**src/rtl/cmos_capture_multiformat.sv**
```systemverilog
// cmos_capture_multiformat: DVP sensor capture assembling RAW8/RGB565/RGB888 pixels with frame skip, fps and line-error reporting
//   clk, rst_n       pixel clock, asynchronous active-low reset
//   mode             0 RAW8, 1 RGB565, 2 RGB888, 3 RAW8 (latched at frame start)
//   cmos_vsync/href/data      raw sensor bus
//   cmos_frame_vsync/href/clken/data  aligned output stream, gated by capture_en
//   cmos_fps_rate    frames completed in the last one-second window
//   capture_en       high once the start-up frames have been discarded
//   line_err_cnt     lines ending mid-pixel, saturating
module cmos_capture_multiformat #(
   parameter int         DATA_WIDTH    = 8,
   parameter logic       VSYNC_VALID   = 1'b1,
   parameter logic [3:0] FRAME_WAITCNT = 4'd10,
   parameter int         CLK_FREQ      = 24000000
) (
   input  logic                    clk,
   input  logic                    rst_n,
   input  logic [1:0]              mode,
   input  logic                    cmos_vsync,
   input  logic                    cmos_href,
   input  logic [DATA_WIDTH-1:0]   cmos_data,
   output logic                    cmos_frame_vsync,
   output logic                    cmos_frame_href,
   output logic                    cmos_frame_clken,
   output logic [3*DATA_WIDTH-1:0] cmos_frame_data,
   output logic [7:0]              cmos_fps_rate,
   output logic                    capture_en,
   output logic [7:0]              line_err_cnt
);
   localparam int SW = (CLK_FREQ > 1) ? $clog2(CLK_FREQ) : 1;
   localparam logic [DATA_WIDTH-1:0] ZB = '0;
   logic                    vsync_r, href_r, fv, fv_d;
   logic [DATA_WIDTH-1:0]   data_r, b0, b1;
   logic [1:0]              mode_l, byte_cnt, last;
   logic [3:0]              wait_cnt;
   logic [SW-1:0]           sec_cnt;
   logic [7:0]              frm_cnt;
   logic                    frame_start, frame_end, pix_done, trunc, sec_wrap;
   logic [3*DATA_WIDTH-1:0] pix;
   always_comb begin
      fv          = vsync_r == VSYNC_VALID;
      frame_start = fv && !fv_d;
      frame_end   = !fv && fv_d;
      last        = mode_l == 2'd1 ? 2'd1 : mode_l == 2'd2 ? 2'd2 : 2'd0;
      pix_done    = href_r && byte_cnt == last;
      // href dropping before the last byte of a pixel leaves byte_cnt non-zero for one cycle
      trunc       = !href_r && byte_cnt != 2'd0;
      sec_wrap    = sec_cnt == SW'(CLK_FREQ - 1);
      pix         = mode_l == 2'd1 ? {ZB, b0, data_r} : mode_l == 2'd2 ? {b0, b1, data_r} : {ZB, ZB, data_r};
   end
   always_ff @(posedge clk or negedge rst_n) begin
      if (!rst_n) begin
         // idle level of vsync, so no spurious frame start appears after reset
         vsync_r          <= ~VSYNC_VALID;
         href_r           <= 1'b0;
         data_r           <= '0;
         fv_d             <= 1'b0;
         mode_l           <= 2'd0;
         byte_cnt         <= 2'd0;
         b0               <= '0;
         b1               <= '0;
         wait_cnt         <= 4'd0;
         capture_en       <= 1'b0;
         cmos_frame_vsync <= 1'b0;
         cmos_frame_href  <= 1'b0;
         cmos_frame_clken <= 1'b0;
         cmos_frame_data  <= '0;
         line_err_cnt     <= 8'd0;
         sec_cnt          <= '0;
         frm_cnt          <= 8'd0;
         cmos_fps_rate    <= 8'd0;
      end else begin
         vsync_r  <= cmos_vsync;
         href_r   <= cmos_href;
         data_r   <= cmos_data;
         fv_d     <= fv;
         if (frame_start) mode_l <= mode;
         byte_cnt <= (pix_done || !href_r) ? 2'd0 : byte_cnt + 2'd1;
         if (href_r && byte_cnt == 2'd0) b0 <= data_r;
         if (href_r && byte_cnt == 2'd1) b1 <= data_r;
         if (frame_end && wait_cnt < FRAME_WAITCNT) wait_cnt <= wait_cnt + 4'd1;
         capture_en       <= wait_cnt == FRAME_WAITCNT;
         cmos_frame_vsync <= capture_en && fv;
         cmos_frame_href  <= capture_en && href_r;
         cmos_frame_clken <= capture_en && pix_done;
         if (capture_en && pix_done) cmos_frame_data <= pix;
         if (trunc && line_err_cnt != 8'hFF) line_err_cnt <= line_err_cnt + 8'd1;
         sec_cnt <= sec_wrap ? '0 : sec_cnt + SW'(1);
         // a frame end on the wrap cycle belongs to the new window
         if (sec_wrap) begin
            cmos_fps_rate <= frm_cnt;
            frm_cnt       <= {7'd0, frame_end};
         end else if (frame_end && frm_cnt != 8'hFF) begin
            frm_cnt <= frm_cnt + 8'd1;
         end
      end
   end
endmodule
```
**config.mk**
```make
export PLATFORM = sky130hd
export DESIGN_NAME = cmos_capture_multiformat
export DESIGN_NICKNAME = d
export VERILOG_FILES = /design/src/rtl/cmos_capture_multiformat.sv
export SDC_FILE = /design/constraint.sdc
export NUM_CORES = 1
export LEC_CHECK = 0
export CAP_MARGIN = 10
export CORE_MARGIN = 2
export CORE_UTILIZATION = 40
export CTS_CLUSTER_DIAMETER = 30
export CTS_CLUSTER_SIZE = 16
export DETAILED_ROUTE_END_ITERATION = 10
export PLACE_DENSITY = 0.62
export SYNTH_ARGS = -nofsm -noshare
export SYNTH_HDL_FRONTEND = slang
export SYNTH_SLANG_ARGS = --single-unit
```
**constraint.sdc**
```tcl
create_clock -name clk -period 3.3 [get_ports clk]
set_input_delay 0.33 -clock clk [delete_from_list [all_inputs] [get_ports clk]]
set_output_delay 0.33 -clock clk [all_outputs]
set_load 0.1 [all_outputs]
```
* After elaboration in Yosys (flattened, before gate mapping) *
Cells that the tools add are included.

storage, ports and cells
  register bits = 112
  bits of input ports = 14
  output and inout port bits = 44
  word-level logic and storage cells = 59

operators by class
  add/sub/neg operators = 5
  order comparisons = 1
  eq/ne operators = 8
  multiplexer cells = 8
  reductions and logical operators = 19

operator list
  operator                                           number
  2-to-1 mux 24 bit                                  2
  adder 25 x 1 -> 25 bit, second input constant      1
  == test 25 bit, second input constant              1
  2-to-1 mux 25 bit                                  1
  adder 8 x 1 -> 8 bit, second input constant        2
  2-to-1 mux 8 bit                                   2
  inequality test 8 bit, second input constant       2
  logical AND 1 bit                                  12
  2-to-1 mux 2 bit                                   3
  adder 4 x 1 -> 4 bit, second input constant        1
  == test 2 x 1 -> 1 bit, second input constant      2
  == test 4 bit, second input constant               1
  less-than comparator 4 bit, second input constant  1
  nonzero test 2 bit                                 2
  zero test 1 bit                                    3
  adder 2 x 1 -> 2 bit, second input constant        1
  == test 2 bit                                      1
  == test 2 bit, second input constant               1
  zero test 2 bit                                    1
  logical OR 1 bit                                   1

* Longest topological paths before layout *
Gate-level depths: netlist (run 1).

  depth after elaboration = 7
  mapped depth = 8
  mapped depth without buffers = 6

* Worst setup path after synthesis (run 1) *
No wires, ideal clock.

  path kind = register to register
  start = reg line_err_cnt[0]
  end = reg line_err_cnt[5]
  setup time = 0.162 ns
  arrival = 2.388 ns
  required time = 3.138 ns
  path slack = 0.750 ns
  stages on the path, launching flop included = 7
  buffers on the path = 0
  clock period less this slack = 2.550 ns
  path through = dfrtp_1 ha_1 and3_1 a311oi_1 nand4_1 nor2_1 xor2_1

on the way
  cells in the longest elaborated chain, start to end = 2
  elaborated cells between the ends (all ways) = 3
  those cells by class = 1 x add/sub; 1 x eq/ne; 1 x reduce/logical

RTL lines
  what                                                                          line  RTL
  from (decl)                                                                   27    output logic [7:0] line_err_cnt
  from (signal assigned)                                                        86    if (trunc && line_err_cnt != 8'hFF) line_err_cnt <= line_err_cnt + 8'd1;
  parallel branches: the longest is 2 deep, another holds adder 8 x 1 -> 8 bit  -

Several ways; the timed one is not identified.
A chain may end at the register's enable or synchronous reset.

* Worst setup path in the final report (run 1) *
  start = reg mode_l[0]
  end = reg cmos_frame_data[2]

on the way
  cells in the longest elaborated chain, start to end = 6
  elaborated cells between the ends (all ways) = 8
  those cells by class = 3 x eq/ne; 3 x mux; 2 x reduce/logical

RTL lines
  what                            line  RTL
  from (decl)                     33    logic [1:0] mode_l, byte_cnt, last;
  from (signal assigned)          76    if (frame_start) mode_l <= mode;
  == test 2 bit                   43    last = mode_l == 2'd1 ? 2'd1 : mode_l == 2'd2 ? 2'd2 : 2'd0;
  2-to-1 mux 2 bit (2 in series)  43
  == test 2 bit                   44    pix_done = href_r && byte_cnt == last;
  logical AND 1 bit               44
  logical AND 1 bit               85    if (capture_en && pix_done) cmos_frame_data <= pix;
  to (signal assigned)            85
  to (decl)                       24    output logic [3*DATA_WIDTH-1:0] cmos_frame_data,

Several ways; a longest one is shown, not always the timed one.

==> metrics.md, run 1 <==
| Metric | Value |
|---|---|
| GPL Wtd Cong | 0.767 |
| Slowest-stage cell, CP | nand2b_1 |
| Die area | 12,400 um^2 |
| Hold WC Path Type | input pin to asynchronous set/reset pin |
| Avg Vias per Cell | 5.09 |
| Largest net degree at the start of global routing | 61 |
| Startpoint type of the worst setup path | flop |
| CP max FO | 25 |
| Wire per inst | 14.5 um |
| Fin. max-slew vios | 0 |
| Commonest non-fill, non-tap cell in the layout | dfrtp_1 |
| Skew-Pair Late Insertion Delay | 340 ps |
| Clock Tree Root | clkbuf_16 |
| Most frequent cells in the layout | dfrtp_1, clkdlybuf4s50_1, mux2_2 |
| Max Freq | 0.380 GHz |
| Gr ovfl total | 0 |
| Seq/Total Area, Yosys | 0.609 |
| WL final | 8200 um |
| Critical path type | flop to flop |
| Worst EP required | 3520 ps |
| Gr usage total | 0.142 |
| EDFF count, synth | 0 |
| Slew headroom | 0.266 |
| Outcome | complete, no violations |
| Router iterations before antenna repair | 4 |
| DR vias | 2,875 |
| Post-layout net count | 438 |
| YS warnings | 0 |
| Post-synth ARST share | 1.00 |
| DP HPWL | 5680 um |
| Die height | 111 um |
| Tmin final | 2630 ps |
| Area after DPL | 5320 um^2 |
| Finish-stage setup viols | 0 |
| CP peak stage delay | 650 ps |
| Num CTS Buffers | 9 |
| CTS tree | built |
| Crit path max-delay family | simple AND/OR/NAND/NOR gates |
| Crit path DAT | 2860 ps |
| Synth Flop Type | dfrtp_1 |
| Synth Instances | 355 |
| PwrDens | 811 nW/um^2 |
| Leakage | 2.63 nW |
| Drt first-iter violations | 116 |
| Yosys reg bits | 112 |
| Antenna violations before repair | 0 |
| Final instance area | 5650 um^2 |
| TNS Setup | 0 ps |
| Hold buffers post-CTS | 0 |
| Sink Count | 112 |
| Syn nets | 376 |
| Crit-path cells | nor2b_1, mux2i_1, o21a_1, nand2b_1, mux2_2 |
| Vias in the first global route | 2,903 |
| Post-synthesis cell area | 4600 um^2 |
| Layout cells sized above 1 | 0.161 |
| Syn_area_per_cell | 13.0 um^2 |
| Syn-to-layout area delta | 22.8% |
| Global-route wire length before repair | 14,200 um |
| Port-buffer cells | 57 |
| Hold Fails Final Rpt | 0 |
| Max Root-Sink Buffers | 2 |
| Detail Route Antenna Nets | 0 |
| I/O pin total | 58 |
| Core area | 11,300 um^2 |
| Resize count post-CTS | 0 |
| Row count | 39 |
| Max-Cap Viols | 0 |
| Worst VDD drop | 0.586 mV |
| Crit share post-route | 0.797 |
| Number of antenna repair diodes | 0 |
| Cell variety after synth | 40 |
| Worst Path Buf+Inv | 0 |
| Setup Fix Bufs, Post-CTS | 0 |
| Critical Path Sink Type | flop |
| Initial Utilization | 0.407 |
| Clock Skews | 6.94 ps |
| H-tree depth | 3 |
| Largest area contributor in the synthesized netlist | dfrtp_1 |
| Area fraction of the dominant cell type after synthesis | 0.609 |
| Tot Pwr | 4.59 mW |
| RSZ-0062 raised after global routing | no |
| Worst slew pin tran | 1100 ps |
| DRC Markers | 0 |
| Die Wd | 111 um |
| Clock slew seen by the registers of the worst setup and hold paths | 70 ps |
| Synth area leaders | dfrtp_1, mux2_2, xor2_1, a22o_1, xnor2_1 |
cell usage after synthesis, types with 2 or more instances:
master and count:
nor4b_1 2, nor3_1 2, nand4_1 11, xor2_1 20, mux2i_1 3, nand3_1 11, buf_4 3, mux2_2 43
and4_1 2, nand2_1 24, inv_1 4, nor2_1 27, ha_1 7, and3_1 10, xnor2_1 14, o21ai_0 5
dfrtp_1 112, buf_2 5, nand3b_1 3, and2_1 2, a22o_1 16, nand2b_1 4, nor2b_1 6, nor4_1 2
a21oi_1 2
metal layers:
| layer | routed length, um | vias to the layer above | track usage |
|---|---|---|---|
| met5 | 0 | - | 0 |
| met4 | 91 | 0 | 0.0453 |
| met3 | 334 | 10 | 0.0416 |
| met2 | 3850 | 51 | 0.213 |
| met1 | 3920 | 1447 | 0.199 |
| li1 | - | 1367 | - |
area by class of cell:
| type | instances | area (um^2) |
|---|---|---|
| clock buffers | 10 | 239 |
| repair buffers | 62 | 606 |
| flip-flops and latches | 112 | 2800 |
| fillers | 1033 | 5670 |
| well taps | 143 | 179 |
| multi-input cells | 228 | 1720 |
| clock inverters | 6 | 91.3 |
| inverters | 4 | 15.0 |
logic make-up (layout without fill, tap and decap cells):
family,Yosys count,count (layout),synth area share
buffers and inverters,15,82,0.0177
adders and majority gates,7,7,0.0190
muxes,46,46,0.112
AOI/OAI and AO/OA,29,29,0.0489
xor gates and xnor gates,34,34,0.0647
and+or+nand+nor,112,112,0.129
DFF,112,112,0.609
stage by stage:
step	instances	utilization	setup slack [ps]	hold WS (ps)
3_3_place_gp	549	0.470	748	443
3_5_place_dp	549	0.470	701	445
6_report	565	0.499	668	58.0
4_1_cts	565	0.499	678	86.8
5_1_grt	565	0.499	460	128
2_1_floorplan	355	-	750	34.4
registers in the layout (all words and copies together), names as in the netlist:
| name | cells |
|---|---|
| sec_cnt | 25 |
| cmos_frame_data | 24 |
| b0 | 8 |
| b1 | 8 |
| cmos_fps_rate | 8 |
| data_r | 8 |
| frm_cnt | 8 |
| line_err_cnt | 8 |
| wait_cnt | 4 |
| byte_cnt | 2 |
| mode_l | 2 |
| capture_en | 1 |
| cmos_frame_clken | 1 |
| cmos_frame_href | 1 |
| cmos_frame_vsync | 1 |
| fv | 1 |
| fv_d | 1 |
| href_r | 1 |
where the power goes:
part / switching [mW] / leakage (nW) / internal (mW)
Sequential: 0.229 / 1.45 / 1.64
Clock: 0.487 / 0.157 / 0.690
Combinational: 1.07 / 1.02 / 0.473
Total: 1.78 / 2.63 / 2.80
worst paths after layout:
path / startpoint / to / slack, ps / cells after the start
setup reg to reg: mode_l[0] / cmos_frame_data[2] / 670 / 5
hold / removal: rst_n / b0[0] / 60 / 1
min in group clk: cmos_data[5] / data_r[5] / 420 / 1
max in group asynchronous: rst_n / cmos_frame_data[15] / 2490 / 2
setup / recovery: mode_l[0] / cmos_frame_data[2] / 670 / 5
hold reg to reg: fv / fv_d / 450 / 0
Power figures use the tool's default switching activity.
==> run 2, diff against run 1 <==
==> constraint.sdc (replaced) <==
create_clock -name clk -period 2.6 [get_ports clk]
set_input_delay 0.26 -clock clk [delete_from_list [all_inputs] [get_ports clk]]
set_output_delay 0.26 -clock clk [all_outputs]
set_load 0.1 [all_outputs]
==> metrics.md, run 2 (synthesis results as in run 1) <==
| Metric | Value |
|---|---|
| Worst slew pin tran | 720 ps |
| Finish-stage setup viols | 0 |
| CP peak stage delay | 410 ps |
| Tot Pwr | 5.76 mW |
| TNS Setup | 0 ps |
| Max Freq | 0.450 GHz |
| Worst EP required | 2830 ps |
| Number of antenna repair diodes | 0 |
| Slowest-stage cell, CP | dfrtp_1 |
| Finished Layout Cells | 566 |
| PwrDens | 1030 nW/um^2 |
| Most frequent cells in the layout | dfrtp_1, buf_4, mux2_2 |
| Largest register FFs | 25 |
| Crit share post-route | 0.855 |
| GPL Wtd Cong | 0.768 |
| I/O pin total | 58 |
| Setup ws final | 376 ps |
| Skew-Pair Late Insertion Delay | 350 ps |
| H-tree depth | 3 |
| Final hold slack | 352 ps |
| Syn-to-layout area delta | 20.9% |
| DP Worst Slack | 374 ps |
| Drt first-iter violations | 121 |
| WL final | 8250 um |
| Worst Setup SP | sec_cnt[0] |
| Critical Path Sink Type | flop |
| CTS tree | built |
| Avg Vias per Cell | 4.99 |
| Commonest non-fill, non-tap cell in the layout | dfrtp_1 |
| Critical path type | flop to flop |
| Worst reg2reg setup slack | 380 ps |
| FF-to-FF path depth | 6 |
| Regs by FF count | sec_cnt: 25 flops, cmos_frame_data: 24 flops |
| CP max FO | 23 |
| Num CTS Buffers | 9 |
| Initial Utilization | 0.407 |
| DP HPWL | 5670 um |
| Startpoint type of the worst setup path | flop |
| Post-layout net count | 441 |
| Leakage | 2.72 nW |
| Clock Tree Root | clkbuf_16 |
| Die Wd | 111 um |
| Wire per inst | 14.6 um |
| Layout cells sized above 1 | 0.265 |
| Largest net degree at the start of global routing | 50 |
| R2r startpoint | sec_cnt[0] |
| Max-Cap Viols | 0 |
| Clock Skews | 7.97 ps |
| Gr ovfl total | 0 |
| Gr usage total | 0.141 |
| Slew headroom | 0.519 |
| Die height | 111 um |
| Fin. max-slew vios | 0 |
| Max Root-Sink Buffers | 2 |
| Router iterations before antenna repair | 4 |
| Core area | 11,300 um^2 |
| Global-route wire length before repair | 14,000 um |
| Tmin final | 2220 ps |
| Biggest register | sec_cnt |
| Worst VDD drop | 0.708 mV |
| Inst Count DP | 551 |
| DR vias | 2,825 |
| Min-Delay Startpoint | cmos_data[2] |
| Row count | 39 |
| Sink Count | 112 |
| Hold Fails Final Rpt | 0 |
| Detail Route Antenna Nets | 0 |
| Antenna violations before repair | 0 |
| Hold Crit Depth | 1 |
| Crit-path cells | ha_1, nand3_1, or2_1, nor4_4, buf_4, mux2_2 |
| Hold WC Path Type | input pin to flop |
| Crit path DAT | 2450 ps |
| Outcome | complete, no violations |
| Port-buffer cells | 57 |
| RSZ-0062 raised after global routing | no |
| DRC Markers | 0 |
| Clock slew seen by the registers of the worst setup and hold paths | 70 ps |
| Die area | 12,400 um^2 |
| Vias in the first global route | 2,828 |
| Resize count post-CTS | 0 |
[run 2: cell types whose count changed in the layout (fill, tap and decap cells not counted), sizes merged]
cell           delta
clkdlybuf4s50    -44
buf              +46
clkinv            -1
clkinvlp          -1
dlygate4sd3       +1
[run 2: what timing repair did]
action	4_1_cts	5_1_grt
setup buffers	0	0
hold buffers	1	0
endpoints found under the hold margin	47	0
setup endpoints to repair	0	0
[run 2: critical path, delay by kind of cell (launching register included)]
kind | cells | cell delay, ps
fa+ha+maj | 1 | 200
simple gates | 3 | 820
buf+inv | 1 | 300
mux | 1 | 360
flops | 1 | 410
[run 2: area by class of cell]
cell class | count | area (um^2)
well taps | 143 | 179
flip-flops and latches | 112 | 2800
multi-input cells | 228 | 1720
inverters | 4 | 15.0
clock buffers | 10 | 239
repair buffers | 65 | 533
clock inverters | 4 | 78.8
fillers | 990 | 5750
[run 2: routing by layer]
layer	GRT usage	share of wire	up-vias
met5	0	0	-
met4	0.0642	0.024	0
met1	0.188	0.47	1390
li1	-	-	1368
met3	0.0377	0.040	14
met2	0.214	0.47	53
[run 2: per-stage QoR]
stage	util	cell area, um^2
2_1_floorplan	-	4600
3_3_place_gp	0.463	5240
3_5_place_dp	0.463	5240
4_1_cts	0.492	5570
5_1_grt	0.492	5570
6_report	0.492	5570
[run 2: final timing paths]
path | to
min reg2reg | fv_d
max in group asynchronous | cmos_frame_data[10]
min in group asynchronous | cmos_frame_data[3]
max reg2reg | cmos_fps_rate[1]
min | data_r[2]
max | cmos_fps_rate[1]
[run 2: where the power goes]
part	switching, mW	leakage, nW	internal [mW]
combinational	1.36	1.12	0.555
clock	0.602	0.153	0.867
sequential	0.293	1.45	2.08
total	2.26	2.72	3.50
==> variant 1 (config.mk and constraints of run 2) <==
The parameter `VSYNC_VALID` goes from 1'b1 to 1'b0.
--- a/src/rtl/cmos_capture_multiformat.sv
+++ b/src/rtl/cmos_capture_multiformat.sv
@@ -8,7 +8,7 @@
 //   line_err_cnt     lines ending mid-pixel, saturating
 module cmos_capture_multiformat #(
    parameter int         DATA_WIDTH    = 8,
-   parameter logic       VSYNC_VALID   = 1'b1,
+   parameter logic       VSYNC_VALID   = 1'b0,
    parameter logic [3:0] FRAME_WAITCNT = 4'd10,
    parameter int         CLK_FREQ      = 24000000
 ) (
Behaviour: not the same (Yosys sat finds a counterexample within 10 cycles, from zero or initial values and one cycle with rst_n low).
==> variant 1 against run 2 <==
First-iteration DRC count grew 16%; total power shrank 1.2%; final area increased by 1.6%; wire length increased by 7.3%; final cell count increased by 3.2%; worst setup slack improved by 0.11 ns; sequential cell count did not move; synthesized area grew 2.6%.
==> variant 1: results (changes against run 2) <==
status=finished, final reports clean; drt wl/cell=15.2 µm (+4.0%); Nets=457 (+3.6%); initial drt markers=140 (+16%); met3 Use GR=4.81% (+1.0 points); WP data arrival=2.34 ns (-0.11 ns); Synth area leaders=dfrtp_1, mux2_2, xnor2_1; wl on met1=4070 µm (+5.1%); Largest regs=sec_cnt: 25 flops, cmos_frame_data: 24 flops; Final period util=81.4% (-4.2 points); Final GP Congestion=0.743 (-3.3%); largest net degree at the start of global routing=66 (+32%); GRT Overall Usage=14.9% (+0.82 points); met2 Use GR=24.0% (+2.6 points); via count=3041 (+7.6%); R2R Setup Slk=0.48 ns (+0.11 ns); register area share after synthesis=59.4% (-1.5 points); dpl hpwl=6100 µm (+7.6%); Finished Layout Cells=584 (+3.2%); global-route wire length before repair=15100 µm (+8.1%); WL met3=427 µm (+28%); Worst Skew=0.00684 ns (-0.00113 ns); worst-margin pin slew=0.852 ns (+0.133 ns); drt pass-1 iters=4 (unchanged); Worst setup endpoint=cmos_fps_rate[7]; Min-Delay Path Class=in2async; diode count=0 (unchanged); top cells by count, synth=dfrtp_1, mux2_2, nand2_1, nor2_1, xnor2_1; met2 wire len=4200 µm (+9.3%); FF-to-FF path depth=5 (-1); layout cells sized above 1=25.9% (-0.63 points); Slowest Stage Delay on Critical Path=0.38 ns (-0.03 ns); fillers=1006 (+1.6%); drc violations=0 (unchanged); postcts setup bufs=0 (unchanged); maximum vdd drop=1.11 mV (+56%); Setup WS pre-CTS=0.468 ns (+0.0936 ns); vias in the first global route=3050 (+7.9%); Leak Pwr=2.69 nW (-1.1%); Post-Syn Nets=394 (+4.8%); H-tree Lvls=3 (unchanged); met1 global-route usage=19.1% (+0.25 points); CTS max path bufs=2 (unchanged); post-synthesis cell type count=45 (+13%); dpl cells=568 (+3.1%); Syn Area/Cell=12.7 µm² (-2.4%)
==> variant 1: metrics by stage <==
stage	area (µm²)	hold slack (ns)
2_1_floorplan	4720	-0.0356
3_3_place_gp	5360	0.414
3_5_place_dp	5360	0.419
4_1_cts	5660	0.0494
5_1_grt	5660	0.0769
6_report	5660	0.0121
==> variant 1: worst min path at each step <==
stage / startpoint / endpoint / slack, ns
floorplan: rst_n / b0[0] / -0.04
global route: rst_n / cmos_frame_href / 0.08
finish: rst_n / data_r[3] / 0.01
CTS: rst_n / data_r[0] / 0.05
detailed placement: rst_n / data_r[3] / 0.42
global placement: rst_n / data_r[3] / 0.41
==> variant 1: area by class of cell <==
class | count | area, µm² | share of cell area (%)
Sequential cell | 112 | 2800 | 49.6
Multi-Input combinational cell | 243 | 1840 | 32.4
Clock inverter | 3 | 40.0 | 0.708
Tap cell | 143 | 179 | 3.16
Inverter | 8 | 30.0 | 0.531
Timing Repair Buffer | 62 | 508 | 8.98
Clock buffer | 13 | 260 | 4.60
==> variant 1: where the power goes <==
part	switching (mW)	leakage (nW)	internal, mW
Combinational	1.37	1.09	0.557
Clock	0.595	0.150	0.798
Sequential	0.292	1.45	2.09
Total	2.25	2.69	3.44
==> variant 1: cells by family (layout without fill, tap and decap cells) <==
logic type	Yosys count	count (layout)	synth area share, %
DFF	112	112	59.4
and+or+nand+nor	122	122	14.3
buffers and inverters	18	86	1.75
AOI/OAI and AO/OA	38	38	6.25
xor gates and xnor gates	30	30	5.56
muxes	46	46	10.9
adders and majority gates	7	7	1.85
==> variant 1: critical path: cells and delay by family, from the launching register on <==
kind | cells | cell delay, ns
flip-flops | 1 | 0.38
multiplexers | 1 | 0.37
adder cells (fa/ha/maj) | 1 | 0.34
AND/OR/NAND/NOR | 2 | 0.57
buffers and inverters | 1 | 0.33
==> variant 2 (settings of run 2) <==
Without the edit above. Reset style: synchronous (`rst_n`), changed in one clocked block. Comments in the files are not updated.
--- a/src/rtl/cmos_capture_multiformat.sv
+++ b/src/rtl/cmos_capture_multiformat.sv
@@ -47,7 +47,7 @@
       sec_wrap    = sec_cnt == SW'(CLK_FREQ - 1);
       pix         = mode_l == 2'd1 ? {ZB, b0, data_r} : mode_l == 2'd2 ? {b0, b1, data_r} : {ZB, ZB, data_r};
    end
-   always_ff @(posedge clk or negedge rst_n) begin
+   always_ff @(posedge clk) begin
       if (!rst_n) begin
          // idle level of vsync, so no spurious frame start appears after reset
          vsync_r          <= ~VSYNC_VALID;
Check against the original RTL: differs if rst_n is asserted again (counterexample within 10 cycles, from zero or initial values and one cycle with rst_n low); with rst_n held inactive, the same outputs for 10 cycles.
==> variant 2 against run 2 <==
Synthesized cell count increased by 33%; synthesized area decreased by 5.4%; final area decreased by 7.0%; wire length increased by 4.1%; sequential cell count unchanged; worst setup slack got worse by 0.024 ns; highest routed layer unchanged.
Power is not compared: it rests on default switching activity, and its combinational part moved more than twofold at a synthesized area within 25%.
==> variant 2: results (changes against run 2) <==
status=finished, final reports clean; register area share after synthesis=51.5% (-9.4 points); global-route wire length before repair=14300 µm (+2.1%); GRT Overall Usage=15.2% (+1.1 points); CTS resizes=0 (unchanged); drt pass-1 iters=4 (unchanged); final WL=8590 µm (+4.1%); CP max FO=29 (+26%); total CTS buffers=9 (unchanged); Final GP Congestion=0.821 (+6.8%); met3 Use GR=3.32% (-0.46 points); clock root buffer=clkbuf_8; Post-Syn Nets=493 (+31%); H-tree Lvls=3 (unchanged); drt wl/cell=12.7 µm (-13%); Worst Skew=0.0119 ns (+0.00388 ns); adder-cell area share of the yosys netlist=2.01% (+0.11 points); Setup WS pre-CTS=0.339 ns (-0.0352 ns); met2 Use GR=24.1% (+2.7 points); diode count=0 (unchanged); met1 global-route usage=20.2% (+1.3 points); largest net degree at the start of global routing=30 (-40%); Synth Area in Compound Gates=8.45% (+3.6 points); vias in the first global route=3028 (+7.1%); Synth area leaders=dfxtp_1, nor2_1, mux2i_1; top cells by count, synth=dfxtp_1, nor2_1, nand3_1, nand2_1, a21oi_1; Gate power share=3.7%; initial antenna violation count=0 (unchanged); IO Port Bufs=57 (unchanged); Worst-path clk slew=0.10 ns (+0.03 ns); CTS max path bufs=2 (unchanged); DP Area=4960 µm² (-5.3%); Async SR Flop Fraction=0% (-100 points); yosys warns=0 (unchanged); postcts setup bufs=0 (unchanged); dpl hpwl=6090 µm (+7.5%); maximum vdd drop=0.238 mV; initial drt markers=136 (+12%); layout cells sized above 1=13.6% (-13 points); Largest regs=sec_cnt: 25 flops, cmos_frame_data: 24 flops; multiplexer share of the synthesized area=4.37% (-6.8 points); clock network power share=37.0%; WP data arrival=2.49 ns (+0.04 ns); Net Sw Frac=22.5%; Synth Area in XOR/XNOR=7.44% (+0.98 points); dpl cells=659 (+20%); clk_lat worst skew=0.38 ns (+0.03 ns); worst-margin pin slew=0.813 ns (+0.0929 ns); Leak Pwr=1.98 nW; post-synthesis cell type count=41 (+2.5%); Syn Inst Count=472 (+33%); most crowded layer after global routing=met2; Min-Delay Path Class=in2reg; clock network power=1.09 mW; via count=3298 (+17%); Nets=551 (+25%)
==> variant 2: cell count changes in the layout (fill, tap and decap cells not counted), sizes merged, moves of 11 or more <==
| cell | run 2 | this run |
|---|---|---|
| and2 | 2 | 14 |
| dfrtp | 112 | 0 |
| nand3 | 11 | 38 |
| nor2 | 27 | 75 |
| mux2 | 43 | 0 |
| a21oi | 2 | 22 |
| dfxtp | 0 | 112 |
| mux2i | 3 | 19 |
| nand2 | 24 | 35 |
==> variant 2: path summary, 6_finish.rpt <==
path	from	to	slack [ns]	cells past startpoint
max	sec_cnt[18]	sec_cnt[5]	0.35	5
max reg2reg	sec_cnt[18]	sec_cnt[5]	0.35	5
min	cmos_data[6]	data_r[6]	0.45	2
min reg2reg	b1[0]	b1[0]	0.47	2
==> variant 2: area by class of cell <==
cell class                      instances  area, µm²
Fill cell                            1043       5570
Sequential cell                       112       2240
Multi-Input combinational cell        330       1970
Timing Repair Buffer                   68        543
Tap cell                              140        175
Clock buffer                           12        155
Clock inverter                          4       58.8
Inverter                                9       33.8
==> variant 2: kinds of logic (layout without fill, tap and decap cells) <==
logic type      count (synthesis)  count (layout)
flops                         112             112
compound gates                 57              57
buf+inv                        30              93
simple gates                  210             210
mux                            19              19
xor+xnor                       37              37
fa+ha+maj                       7               7
==> variant 2: metal layers <==
| layer | vias to the layer above | wire (µm) |
|---|---|---|
| li1 | 1728 | - |
| met1 | 1510 | 4230 |
| met2 | 52 | 3940 |
| met3 | 8 | 323 |
| met4 | 0 | 96 |
| met5 | - | 0 |
==> variant 2: worst max-delay path, stage by stage, from the launching register on <==
cell,delay (ns)
dfxtp_1,0.41
nand4_1,0.11
or4_1,0.47
or4_4,0.55
nand2_2,0.46
nor2_1,0.11
